### src/rtl/idct_block_loader.sv
// Serial-to-parallel coefficient loader for the 8x8 IDCT: ping-pong banks with block resync.
// Build option: define IDCT_LOADER_ZIGZAG_EN to place beats in JPEG zigzag order.
module idct_block_loader #(
  parameter int unsigned WIN = 12
) (
  input  logic              clk,
  input  logic              rst,
  input  logic [WIN-1:0]    in_data,
  input  logic              in_valid,
  input  logic              in_first,
  output logic              in_ready,
  output logic [64*WIN-1:0] x,
  output logic              x_valid,
  input  logic              x_ready,
  output logic              sync_err
);

  localparam int unsigned NCOEF = 64;
  localparam logic [0:0] ST_FILL = 1'b0;
  localparam logic [0:0] ST_FULL = 1'b1;

  // Beat index to element index within the 8x8 block.
  function automatic logic [5:0] map_idx(input logic [5:0] i);
    map_idx = i;
`ifdef IDCT_LOADER_ZIGZAG_EN
    case (i)
      6'd0:  map_idx = 6'd0;   6'd1:  map_idx = 6'd1;   6'd2:  map_idx = 6'd8;   6'd3:  map_idx = 6'd16;
      6'd4:  map_idx = 6'd9;   6'd5:  map_idx = 6'd2;   6'd6:  map_idx = 6'd3;   6'd7:  map_idx = 6'd10;
      6'd8:  map_idx = 6'd17;  6'd9:  map_idx = 6'd24;  6'd10: map_idx = 6'd32;  6'd11: map_idx = 6'd25;
      6'd12: map_idx = 6'd18;  6'd13: map_idx = 6'd11;  6'd14: map_idx = 6'd4;   6'd15: map_idx = 6'd5;
      6'd16: map_idx = 6'd12;  6'd17: map_idx = 6'd19;  6'd18: map_idx = 6'd26;  6'd19: map_idx = 6'd33;
      6'd20: map_idx = 6'd40;  6'd21: map_idx = 6'd48;  6'd22: map_idx = 6'd41;  6'd23: map_idx = 6'd34;
      6'd24: map_idx = 6'd27;  6'd25: map_idx = 6'd20;  6'd26: map_idx = 6'd13;  6'd27: map_idx = 6'd6;
      6'd28: map_idx = 6'd7;   6'd29: map_idx = 6'd14;  6'd30: map_idx = 6'd21;  6'd31: map_idx = 6'd28;
      6'd32: map_idx = 6'd35;  6'd33: map_idx = 6'd42;  6'd34: map_idx = 6'd49;  6'd35: map_idx = 6'd56;
      6'd36: map_idx = 6'd57;  6'd37: map_idx = 6'd50;  6'd38: map_idx = 6'd43;  6'd39: map_idx = 6'd36;
      6'd40: map_idx = 6'd29;  6'd41: map_idx = 6'd22;  6'd42: map_idx = 6'd15;  6'd43: map_idx = 6'd23;
      6'd44: map_idx = 6'd30;  6'd45: map_idx = 6'd37;  6'd46: map_idx = 6'd44;  6'd47: map_idx = 6'd51;
      6'd48: map_idx = 6'd58;  6'd49: map_idx = 6'd59;  6'd50: map_idx = 6'd52;  6'd51: map_idx = 6'd45;
      6'd52: map_idx = 6'd38;  6'd53: map_idx = 6'd31;  6'd54: map_idx = 6'd39;  6'd55: map_idx = 6'd46;
      6'd56: map_idx = 6'd53;  6'd57: map_idx = 6'd60;  6'd58: map_idx = 6'd61;  6'd59: map_idx = 6'd54;
      6'd60: map_idx = 6'd47;  6'd61: map_idx = 6'd55;  6'd62: map_idx = 6'd62;  6'd63: map_idx = 6'd63;
    endcase
`endif
  endfunction

  logic [0:0]     state, state_nxt;
  logic [5:0]     cnt, cnt_nxt;
  logic           bsel, bsel_nxt;
  logic           x_valid_nxt, sync_err_nxt, in_ready_nxt;
  logic           acc, last, slot_free, swap;
  logic [5:0]     widx;
  logic [WIN-1:0] bank0 [NCOEF];
  logic [WIN-1:0] bank1 [NCOEF];

  assign acc       = in_valid & in_ready;
  assign last      = acc & ~in_first & (cnt == 6'd63);
  assign slot_free = ~x_valid | x_ready;
  assign widx      = map_idx(in_first ? 6'd0 : cnt);

  // A completed block (just finished or parked) moves to the read side once the slot frees.
  assign swap = slot_free & (last | (state == ST_FULL));

  always_comb begin
    state_nxt    = state;
    cnt_nxt      = cnt;
    bsel_nxt     = bsel ^ swap;
    x_valid_nxt  = swap | (x_valid & ~x_ready);
    sync_err_nxt = acc & in_first & (cnt != 6'd0);
    if (acc) cnt_nxt = in_first ? 6'd1 : cnt + 6'd1;
    case (state)
      ST_FILL: if (last && !slot_free) state_nxt = ST_FULL;
      ST_FULL: if (slot_free) state_nxt = ST_FILL;
      default: state_nxt = ST_FILL;
    endcase
    in_ready_nxt = (state_nxt == ST_FILL);
  end

  always_ff @(posedge clk or posedge rst) begin
    if (rst) begin
      state    <= ST_FILL;
      cnt      <= 6'd0;
      bsel     <= 1'b0;
      x_valid  <= 1'b0;
      sync_err <= 1'b0;
      in_ready <= 1'b1;
    end else begin
      state    <= state_nxt;
      cnt      <= cnt_nxt;
      bsel     <= bsel_nxt;
      x_valid  <= x_valid_nxt;
      sync_err <= sync_err_nxt;
      in_ready <= in_ready_nxt;
    end
  end

  // Bank bsel is the write bank; the other one drives x.
  always_ff @(posedge clk or posedge rst) begin
    if (rst) begin
      for (int i = 0; i < NCOEF; i++) bank0[i] <= '0;
    end else if (acc && !bsel) begin
      bank0[widx] <= in_data;
    end
  end

  always_ff @(posedge clk or posedge rst) begin
    if (rst) begin
      for (int i = 0; i < NCOEF; i++) bank1[i] <= '0;
    end else if (acc && bsel) begin
      bank1[widx] <= in_data;
    end
  end

  for (genvar k = 0; k < NCOEF; k++) begin : g_x
    assign x[WIN*k +: WIN] = bsel ? bank0[k] : bank1[k];
  end

endmodule

### config.mk
export PLATFORM = sky130hd
export DESIGN_NAME = idct_block_loader
export DESIGN_NICKNAME = d
export VERILOG_FILES = /design/src/rtl/idct_block_loader.sv
export SDC_FILE = /design/constraint.sdc
export NUM_CORES = 2
export LEC_CHECK = 0
export CORE_MARGIN = 4
export CORE_UTILIZATION = 50
export DETAILED_ROUTE_END_ITERATION = 7
export PLACE_DENSITY = 0.69
export SLEW_MARGIN = 20
export SYNTH_ARGS = -nofsm -noshare
export SYNTH_HDL_FRONTEND = slang
export SYNTH_SLANG_ARGS = --single-unit
### constraint.sdc
create_clock -name clk -period 58.5 [get_ports clk]
set_input_delay 8.775 -clock clk [delete_from_list [all_inputs] [get_ports clk]]
set_output_delay 8.775 -clock clk [all_outputs]
set_load 0.05 [all_outputs]
==> impl_metrics.ini <==
[clocking]
cts_setup_buffers = 0
numCtsBuffers = 163
cts_sinks = 1547
cts_resized = 0
cts_tree = done
cts_hold_buf = 0
cts_buffer_depth = 3
root_buffer = clkbuf_16
htreeDepth = 4
clk_pin_slew_ns = 0.06
clk-insertion-delay-late_ns = 0.79

[yosys]
synth.distinct_cells = 40
ys_seq_elements = 1547
synth_area_mm2 = 0.0681
syn-num-nets = 4596
ys_seq_area_share_pct = 56.8
ys.warnings.count = 0
avgSynthCellArea_um2 = 14.9
synthCells = 4577

[timing]
hold_viol = 0
fin_crit_ns = 16.19
hold_slack_ns = 0.491
rsz0062_at_grt = false
fin_crit_sh_pct = 27.7
tns_ns = 0
drv_slew = 0
timing.fmax_ghz = 0.0618
max_slew.worst_pin.slew_ns = 1.13
max_slew_margin_pct = 24.8
finalClockSkew_ns = 0.0199
finalSetupViolCount = 0

[detailed_routing]
drtIter0Drc = 2468
routed_wl_um = 198000
drc = 0
firstDrtPassIters = 5
vias_per_cell = 5.77
detail_route.wl_per_cell_um = 27.9
vias = 41000
ant_nets = 0

[critical_path]
critPathLaunch = bsel$_DFF_PP0_
required_ns = 49.73
r2r-start = bsel$_DFF_PP0_
crit_path_end_kind = output pin
reg2reg_slack_ns = 53.93
crit_path_max_fanout = 70
cp.arrival_ns = 7.41
cp-start-kind = register
critPathKind = reg2out

[placed_design]
gp_congestion = 0.804
hpwlAfterDp_um = 128000
dp.cells = 6799
dpl-instance-area_mm2 = 0.0774
port_buffers = 787

[die]
core_region_area_mm2 = 0.135
design.portCount = 788
die_x_um = 377
fp.dieArea_mm2 = 0.142
start_util_pct = 50.3
die_h_um = 377
rows = 135

[power_and_ir_drop]
power_density_mw_per_mm2 = 28.5
ir_drop_mv = 0.0268
leakagePower_nw = 41.3

[global_routing]
grt_pass1_wl_um = 291000
gr-usage-all-layers_pct = 27.5
antenna_found_initial = 2
grt_max_degree = 168
first_global_vias = 42100
grt-ovfl-total = 0

[final_layout]
drive_gt1_share_pct = 50.4
fin_area_mm2 = 0.0829
final_cells = 7102
area_growth_pct = 21.6
fill_cells = 10400
multi_input_area_mm2 = 0.0278
seq_area_mm2 = 0.0387
final_nets = 5202

[min_path]
hold_start = bank0[240]$_DFFE_PP0P_
hp-class = reg2reg

[outcome]
status = finished clean

[job]
drv_cap = 0
==> layout make-up <==
type / instances / area share (%)
inverters: 8 / 0.0453
repair buffers: 888 / 10.4
diodes: 3 / 0.00906
clock inverters: 47 / 0.676
well taps: 1781 / 2.69
multi-input cells: 2575 / 33.5
clock buffers: 253 / 5.95
flip-flops and latches: 1547 / 46.7
==> power by group <==
group          internal (mW)  total, mW  switching (mW)
registers               1.13       1.17          0.0360
logic                 0.0577      0.141          0.0834
clock network          0.621       1.05           0.432
==> cells in the final DEF (no fill, tap or decap), types with 2 or more instances in the layout <==
cell / count
mux2_1: 3
inv_1: 6
clkinvlp_4: 3
dfrtp_1: 1545
bufinv_16: 9
diode_2: 3
buf_4: 109
nor3b_2: 5
clkinv_2: 25
a21oi_1: 5
nand3_1: 115
nand2_1: 7
clkbuf_1: 43
nor3b_4: 3
mux2_2: 2277
o211ai_1: 48
o21ai_0: 15
clkbuf_8: 43
clkbuf_16: 167
o21ai_1: 2
nand4b_1: 2
and3_1: 7
ha_1: 2
or3_1: 2
nor2b_1: 24
clkdlybuf4s50_1: 774
nor2_1: 2
nor4bb_4: 6
nor3_2: 4
clkinv_8: 3
inv_6: 5
buf_6: 4
a22oi_1: 24
nor4b_4: 6
==> metal layers <==
metal	track usage, %	vias up	routed length [um]
met2	43.1	1067	92000
met4	9.68	2	7220
met1	37.9	22000	87300
met5	0	-	10
li1	-	17700	-
met3	6.21	280	11700
==> Yosys cell counts <==
cell	instances	area, um^2
and4_1	1	8.76
o311ai_0	1	8.76
o21a_1	1	7.51
o21ai_0	17	85.1
nor4b_4	3	71.3
buf_4	2	15.0
nor3_1	4	20.0
or3_1	2	12.5
a21oi_1	5	25.0
nor4b_2	3	45.0
dfstp_2	1	26.3
o211ai_1	48	360
o2bb2ai_1	1	8.76
and3b_1	2	17.5
clkinv_1	1	3.75
nor2b_1	24	150
nor4bb_1	7	70.1
ha_1	2	25.0
or2_2	1	6.26
nand2_1	7	26.3
and4b_1	1	10.0
mux2_2	2277	25600
nor3b_1	8	60.1
mux2_1	3	33.8
buf_2	116	581
nand3_1	115	576
mux2i_1	1	10.0
nand4b_1	2	17.5
a22o_1	1	8.76
a31oi_1	1	6.26
dfrtp_1	1546	38700
clkbuf_1	288	1080
nand4_1	1	6.26
a22oi_1	24	180
buf_1	41	154
and3_1	8	50.1
nor2_1	2	7.51
inv_1	7	26.3
nand3b_1	1	7.51
nand2b_1	1	6.26
==> flip-flops by register name, indices dropped and copies added (netlist names) <==
signal    count
bank0       768
bank1       768
cnt           6
bsel          1
in_ready      1
state         1
sync_err      1
x_valid       1
==> kinds of logic after synthesis <==
group	count (synthesis)	synth area share, %
flops	1547	56.8
simple gates	193	1.72
compound gates	99	1.01
buf+inv	455	2.73
mux	2281	37.7
fa+ha+maj	2	0.0367
==> critical path: stages, from the launching register on <==
cell             delay (ns)
dfrtp_4                0.98
buf_4                  0.72
buf_4                  0.85
buf_4                  0.91
buf_4                  0.85
buf_4                  0.77
mux2_2                 0.42
clkdlybuf4s50_1        0.70
==> final timing paths <==
path,to,cells after the start
max,x[197],7
min,bank0[240]$_DFFE_PP0P_,1
max reg2reg,bank1[109]$_DFFE_PP0P_,5
min reg2reg,bank0[240]$_DFFE_PP0P_,1
max in group asynchronous,bank0[313]$_DFFE_PP0P_,7
min in group asynchronous,bank1[522]$_DFFE_PP0P_,2
==> metrics by stage <==
stage          setup slack [ns]  utilization [%]  total power [mW]
3_3_place_gp              43.26             57.1              1.32
2_1_floorplan              6.08                -              1.28
6_report                  42.31             61.2              2.36
5_1_grt                   42.09             61.2              2.44
4_1_cts                   42.34             61.2              2.38
3_5_place_dp              43.20             57.1              1.33
Note: power is estimated with default switching activity, not from simulation.
